`config.mk`:
```
export PLATFORM = sky130hd
export DESIGN_NAME = mem_sram_req_ctrl
export DESIGN_NICKNAME = d
export VERILOG_FILES = /design/src/rtl/mem_req_pkg.sv /design/src/rtl/load_extend.sv /design/src/rtl/mem_sram_req_ctrl.sv
export SDC_FILE = /design/constraint.sdc
export NUM_CORES = 1
export LEC_CHECK = 0
export BUFFER_PORTS_ARGS = -buffer_cell sky130_fd_sc_hd__buf_4
export CAP_MARGIN = 10
export CELL_PAD_IN_SITES_DETAIL_PLACEMENT = 0
export CELL_PAD_IN_SITES_GLOBAL_PLACEMENT = 1
export CORE_MARGIN = 2
export CORE_UTILIZATION = 35
export CTS_BUF_LIST = sky130_fd_sc_hd__clkbuf_2 sky130_fd_sc_hd__clkbuf_4 sky130_fd_sc_hd__clkbuf_8
export DETAILED_ROUTE_END_ITERATION = 6
export PLACE_DENSITY = 0.9
export SLEW_MARGIN = 10
export SYNTH_ARGS = -nofsm -noshare
export SYNTH_HDL_FRONTEND = slang
export SYNTH_HIERARCHICAL = 1
export SYNTH_SLANG_ARGS = --single-unit
```
`constraint.sdc`:
```
create_clock -name clk -period 3.14 [get_ports clk]
set_input_delay 0.157 -clock clk [delete_from_list [all_inputs] [get_ports clk]]
set_output_delay 0.157 -clock clk [all_outputs]
set_load 0.005 [all_outputs]
```
`src/rtl/mem_req_pkg.sv`:
```
// Shared definitions for the data-side memory request controller:
// load/store op encodings, access-size helpers and the FSM state type.
package mem_req_pkg;

    localparam logic [2:0] OP_LB  = 3'd0;
    localparam logic [2:0] OP_LBU = 3'd1;
    localparam logic [2:0] OP_LH  = 3'd2;
    localparam logic [2:0] OP_LHU = 3'd3;
    localparam logic [2:0] OP_LW  = 3'd4;
    localparam logic [2:0] OP_SB  = 3'd5;
    localparam logic [2:0] OP_SH  = 3'd6;
    localparam logic [2:0] OP_SW  = 3'd7;

    typedef enum logic [1:0] {
        ST_IDLE = 2'd0,
        ST_REQ  = 2'd1,
        ST_WAIT = 2'd2,
        ST_RESP = 2'd3
    } state_e;

    // Stores are ops 5..7; op 4 (LW) shares op[2] but is a load.
    function automatic logic is_store(input logic [2:0] op);
        return op[2] & (op != OP_LW);
    endfunction

    function automatic logic is_half(input logic [2:0] op);
        return (op == OP_LH) || (op == OP_LHU) || (op == OP_SH);
    endfunction

    function automatic logic is_word(input logic [2:0] op);
        return (op == OP_LW) || (op == OP_SW);
    endfunction

endpackage

```
`src/rtl/load_extend.sv`:
```
// Load data alignment and extension: picks the byte or half addressed by
// addr_lo out of the returned word and sign/zero extends it. Purely
// combinational so the uncached-load path can share it.
module load_extend
    import mem_req_pkg::*;
(
    input  logic [2:0]  op,
    input  logic [1:0]  addr_lo,
    input  logic [31:0] word,
    output logic [31:0] result
);

    logic [7:0]  byte_sel;
    logic [15:0] half_sel;

    // Select the addressed lane and apply the op's extension rule
    always_comb begin
        case (addr_lo)
            2'd0:    byte_sel = word[7:0];
            2'd1:    byte_sel = word[15:8];
            2'd2:    byte_sel = word[23:16];
            default: byte_sel = word[31:24];
        endcase
        half_sel = addr_lo[1] ? word[31:16] : word[15:0];

        case (op)
            OP_LB:   result = {{24{byte_sel[7]}}, byte_sel};
            OP_LBU:  result = {24'd0, byte_sel};
            OP_LH:   result = {{16{half_sel[15]}}, half_sel};
            OP_LHU:  result = {16'd0, half_sel};
            default: result = word;
        endcase
    end

endmodule

```
`src/rtl/mem_sram_req_ctrl.sv`:
```
// Data-side request controller between the MEM stage and the sram-like
// data port of the AXI bridge. One access outstanding at a time; the
// request fields are held in registers until the bridge takes the address,
// and the (extended) result is handed to WB over a registered valid/ready.
// Optional feature macro: MEM_MISALIGN_EXC_EN (misaligned accesses raise
// ws_exc instead of being issued with forced-aligned addresses).
module mem_sram_req_ctrl
    import mem_req_pkg::*;
#(
    parameter int ADDR_W = 32,
    parameter int DATA_W = 32,
    parameter int TAG_W  = 5
) (
    input  logic              clk,
    input  logic              resetn,
    input  logic              ms_valid,
    output logic              ms_ready,
    input  logic [2:0]        ms_op,
    input  logic [ADDR_W-1:0] ms_addr,
    input  logic [DATA_W-1:0] ms_wdata,
    input  logic [TAG_W-1:0]  ms_tag,
    output logic              ws_valid,
    input  logic              ws_ready,
    output logic [DATA_W-1:0] ws_rdata,
    output logic [TAG_W-1:0]  ws_tag,
    output logic              ws_exc,
    output logic              data_req,
    output logic              data_wr,
    output logic [3:0]        strb,
    output logic [31:0]       data_addr,
    output logic [31:0]       data_wdata,
    input  logic [31:0]       data_rdata,
    input  logic              data_addr_ok,
    input  logic              data_data_ok
);

    state_e            state_q, state_d;
    logic [2:0]        op_q, op_d;
    logic [ADDR_W-1:0] addr_q, addr_d;
    logic [DATA_W-1:0] wdata_q, wdata_d;
    logic [TAG_W-1:0]  tag_q, tag_d;
    logic [DATA_W-1:0] rdata_q, rdata_d;
    logic              exc_q, exc_d;

    logic              accept;
    logic              misalign;
    logic              capture;
    logic [31:0]       ext_word;
    logic [ADDR_W-1:0] addr_al;
    logic [3:0]        strb_calc;
    logic [31:0]       wdata_rep;

    // ms_ready is forced low while reset is asserted, not just by state.
    assign ms_ready = resetn & (state_q == ST_IDLE);
    assign accept   = ms_valid & ms_ready;

`ifdef MEM_MISALIGN_EXC_EN
    assign misalign = (is_half(ms_op) & ms_addr[0]) |
                      (is_word(ms_op) & (ms_addr[1:0] != 2'b00));
`else
    assign misalign = 1'b0;
`endif

    // Returned data is captured when the bridge's data ack lands in WAIT,
    // or together with the address ack in REQ.
    assign capture = ((state_q == ST_REQ) & data_addr_ok & data_data_ok) |
                     ((state_q == ST_WAIT) & data_data_ok);

    load_extend u_load_extend (
        .op      (op_q),
        .addr_lo (addr_q[1:0]),
        .word    (data_rdata),
        .result  (ext_word)
    );

    // State register plus captured access fields and WB result
    always_ff @(posedge clk or negedge resetn) begin
        if (!resetn) begin
            state_q <= ST_IDLE;
            op_q    <= '0;
            addr_q  <= '0;
            wdata_q <= '0;
            tag_q   <= '0;
            rdata_q <= '0;
            exc_q   <= 1'b0;
        end else begin
            state_q <= state_d;
            op_q    <= op_d;
            addr_q  <= addr_d;
            wdata_q <= wdata_d;
            tag_q   <= tag_d;
            rdata_q <= rdata_d;
            exc_q   <= exc_d;
        end
    end

    // Next-state logic; stray data acks outside REQ/WAIT fall through to hold
    always_comb begin
        state_d = state_q;
        case (state_q)
            ST_IDLE: if (accept)       state_d = misalign ? ST_RESP : ST_REQ;
            ST_REQ:  if (data_addr_ok) state_d = data_data_ok ? ST_RESP : ST_WAIT;
            ST_WAIT: if (data_data_ok) state_d = ST_RESP;
            ST_RESP: if (ws_ready)     state_d = ST_IDLE;
            default:                   state_d = ST_IDLE;
        endcase
    end

    // Access field capture at acceptance and result capture on data ack
    always_comb begin
        op_d    = op_q;
        addr_d  = addr_q;
        wdata_d = wdata_q;
        tag_d   = tag_q;
        rdata_d = rdata_q;
        exc_d   = exc_q;
        if (accept) begin
            op_d    = ms_op;
            addr_d  = ms_addr;
            wdata_d = ms_wdata;
            tag_d   = ms_tag;
            exc_d   = misalign;
            // A faulting access reports its address as the result.
            rdata_d = misalign ? DATA_W'(ms_addr) : '0;
        end else if (capture) begin
            rdata_d = is_store(op_q) ? '0 : DATA_W'(ext_word);
        end
    end

    // Request address, strobe and lane-replicated store data from registers
    always_comb begin
        addr_al = addr_q;
`ifndef MEM_MISALIGN_EXC_EN
        if (is_word(op_q)) begin
            addr_al[1:0] = 2'b00;
        end else if (is_half(op_q)) begin
            addr_al[0] = 1'b0;
        end
`endif
        if (is_word(op_q)) begin
            strb_calc = 4'b1111;
            wdata_rep = wdata_q[31:0];
        end else if (is_half(op_q)) begin
            strb_calc = addr_q[1] ? 4'b1100 : 4'b0011;
            wdata_rep = {2{wdata_q[15:0]}};
        end else begin
            strb_calc = 4'b0001 << addr_q[1:0];
            wdata_rep = {4{wdata_q[7:0]}};
        end
    end

    // FSM outputs; bus fields are zero whenever no request is driven
    always_comb begin
        data_req   = (state_q == ST_REQ);
        data_wr    = data_req & is_store(op_q);
        strb       = data_req ? strb_calc : 4'b0000;
        data_addr  = data_req ? 32'(addr_al) : 32'd0;
        data_wdata = data_req ? wdata_rep : 32'd0;
        ws_valid   = (state_q == ST_RESP);
        ws_rdata   = rdata_q;
        ws_tag     = tag_q;
        ws_exc     = exc_q;
    end

endmodule

```
==> metrics <==
status=finished, final reports clean; Finished Core Util=0.5134; Logic pwr share=0.547; Resize count post-CTS=0; H-tree Lvls=3; Die Y=137.8 um; MaxCap Viol Count=0; synth warn=6; Worst-Skew Late Latency=0.41 ns; Routed WL=21.38 mm; Mapped Cells=754; DR iter-0 viols=382; Max stage delay on crit path=0.56 ns; Min-Delay Path Class=in2async; CTS tree=done; RD Place Congestion=0.8883; Critical-path top delay cell=inv_1; Via Count=6,481; power per cell area=835.7 mW/mm^2; syn_nets=869; P_int=4.165 mW; vias in the first global route=6,412; Synth Flop Type=dfrtp_1; share of cells above drive strength 1=0.2738; GRT Overall Usage=0.2290; Avg WL per Cell=17.33 um; Synth top area share=0.4234; count of cell types in the netlist=43; Initial Utilization=0.3597; TritonRoute pass-1 iters=5; row cnt=48; Synth Cell Area=0.006265 mm^2; RSZ-0062 raised after global routing=no; Post-synth ARST share=1.000; Flop pwr share=0.332; IO buf count=218; WS Path Type=reg2out; final hold violation count=0; CP cell instances=inv_1 -> ha_2 -> inv_1 -> nor4_1 -> buf_4; Clock Skews=0.01673 ns; Root Driver=clkbuf_8; worst-case vdd ir drop=0.0003490 V; global-route wire length before repair=33.69 mm; Max Fanout on Critical Path=29; Slew @ Worst Pin=0.9946 ns; Ports=220; top cells by area, synth=dfrtp_1 (42%), nand2_1 (14%), nand4_1 (4.0%), a21oi_1 (3.9%), nor2b_1 (3.8%); DRC viols=0; Final ANT Viol Nets=0; Yosys reg bits=106; CP Launch Type=flip-flop; nets=1,118; number of clock sinks=106; crit share post-route=0.9136; hold buffers post-CTS=73; Relative slew margins=0.3362; Setup crit end kind=primary output; Clock power frac=0.121; # setup viols final=0; total negative slack=0 ns; Peak Freq=348.6 MHz; gr ovfl total=0; initial antenna violation count=1; Top cell by count, worst path=inv_1; setup bufs post-CTS=0; Sw Ratio=0.4426; top-count cell post-synth=nand2_1; Worst Path Required=2.98 ns; Psw=3.307 mW; post-placement cell area=0.008005 mm^2; Leak=4.395 nW; clock buffer depth=2; register area share after synthesis=0.4234; DP HPWL=14.17 mm; vias per std cell=5.252; min cycle time layout=2.869 ns; Clock Pin Slew Worst Setup and Hold Paths=0.13 ns; design area=0.008941 mm^2; Worst Path Arrival=2.71 ns; Die ar.=0.01899 mm^2; largest net degree at the start of global routing=62; Post-synth EDFFs=0; Syn-to-layout area delta=42.72%; Avg Cell Area, Syn=8.309 um^2; Die X=137.8 um; top cell type by total area after synthesis=dfrtp_1; top cells by count, synth=nand2_1 (234), dfrtp_1 (106), a21oi_1 (49); placeable core area=0.01742 mm^2; fin. max-slew vios=0; Num CTS Buffers=9
==> registers in the layout, summed over array words and instances (netlist names) <==
register / count
ws_tag: 5
ws_rdata: 32
state_q: 2
wdata_q: 32
op_q: 3
addr_q: 32
==> cell usage in the layout (no fill, tap or decap), types with 4 or more instances in the layout <==
cell | synthesis | layout
nand2_1 | 234 | 234
buf_4 | 4 | 231
dfrtp_1 | 106 | 106
dlygate4sd3_1 | 0 | 73
a21oi_1 | 49 | 49
o21ai_0 | 45 | 45
nand4_1 | 40 | 40
nor2b_1 | 38 | 38
and2_1 | 32 | 32
o22ai_1 | 29 | 29
inv_1 | 17 | 17
mux2i_1 | 17 | 17
nor2_1 | 10 | 10
clkbuf_8 | 0 | 9
or3b_2 | 8 | 8
mux4_1 | 7 | 7
a211oi_1 | 7 | 7
o31ai_1 | 6 | 6
ha_1 | 5 | 4
inv_6 | 0 | 4
o221ai_2 | 4 | 4
a221oi_1 | 4 | 4
==> metrics by stage <==
stage               instances  total power [mW]  hold WS [ns]  setup WS, ns
floorplan                 754             4.952       -0.1386         1.439
global placement         1144             6.451     -0.005998        0.8231
detailed placement       1144             6.511    -0.0004391        0.7288
CTS                      1233             7.507        0.1056        0.2360
global route             1234             8.092        0.1191       0.03701
finish                   1234             7.472        0.1120        0.2713
==> layer usage <==
| metal | vias up | GRT usage | share of wire |
|---|---|---|---|
| met5 | - | 0 | 0 |
| met4 | 0 | 0.09127 | 0.025 |
| met3 | 39 | 0.04525 | 0.075 |
| met2 | 270 | 0.3776 | 0.47 |
| met1 | 3098 | 0.2955 | 0.43 |
| li1 | 3074 | - | - |
==> cells by family after synthesis <==
logic type      share of synthesized area
compound gates                     0.1580
xor+xnor                         0.002597
fa+ha+maj                        0.009986
buf+inv                           0.06311
flops                              0.4234
mux                               0.06491
other cells                     0.0005986
simple gates                       0.2774
==> cell type report <==
type	instances	area (um^2)
clock inverters	7	78.83
inverters	17	63.81
clock buffers	9	123.9
repair buffers	306	2505
fillers	1669	8476
well taps	225	281.5
multi-input cells	563	3233
diodes	1	2.502
flip-flops and latches	106	2653
==> worst paths after layout <==
kind                              start      endpoint  slack, ns  cells past startpoint
setup / recovery             state_q[1]  data_addr[0]       0.27                      5
hold / removal                   resetn   wdata_q[31]       0.11                      2
setup reg to reg              addr_q[1]   ws_rdata[4]       0.83                      6
hold reg to reg              addr_q[23]    addr_q[23]       0.48                      2
max in group asynchronous        resetn     addr_q[6]       1.38                      4
min in group clk           data_addr_ok    state_q[0]       0.17                      3
==> critical path: cells and delay by family, from the launching register on <==
family / cells / cell delay [ns]
DFF: 1 / 0.44
and+or+nand+nor: 1 / 0.48
buffers and inverters: 3 / 0.87
adders and majority gates: 1 / 0.50
==> power groups by stage <==
stage	registers, mW	logic [mW]	clock network [mW]
floorplan	2.29	2.66	0
global placement	2.48	3.97	0
detailed placement	2.50	4.01	0
CTS	2.48	4.10	0.932
global route	2.57	4.54	0.985
finish	2.48	4.09	0.900
(Power assumes the default switching activity.)
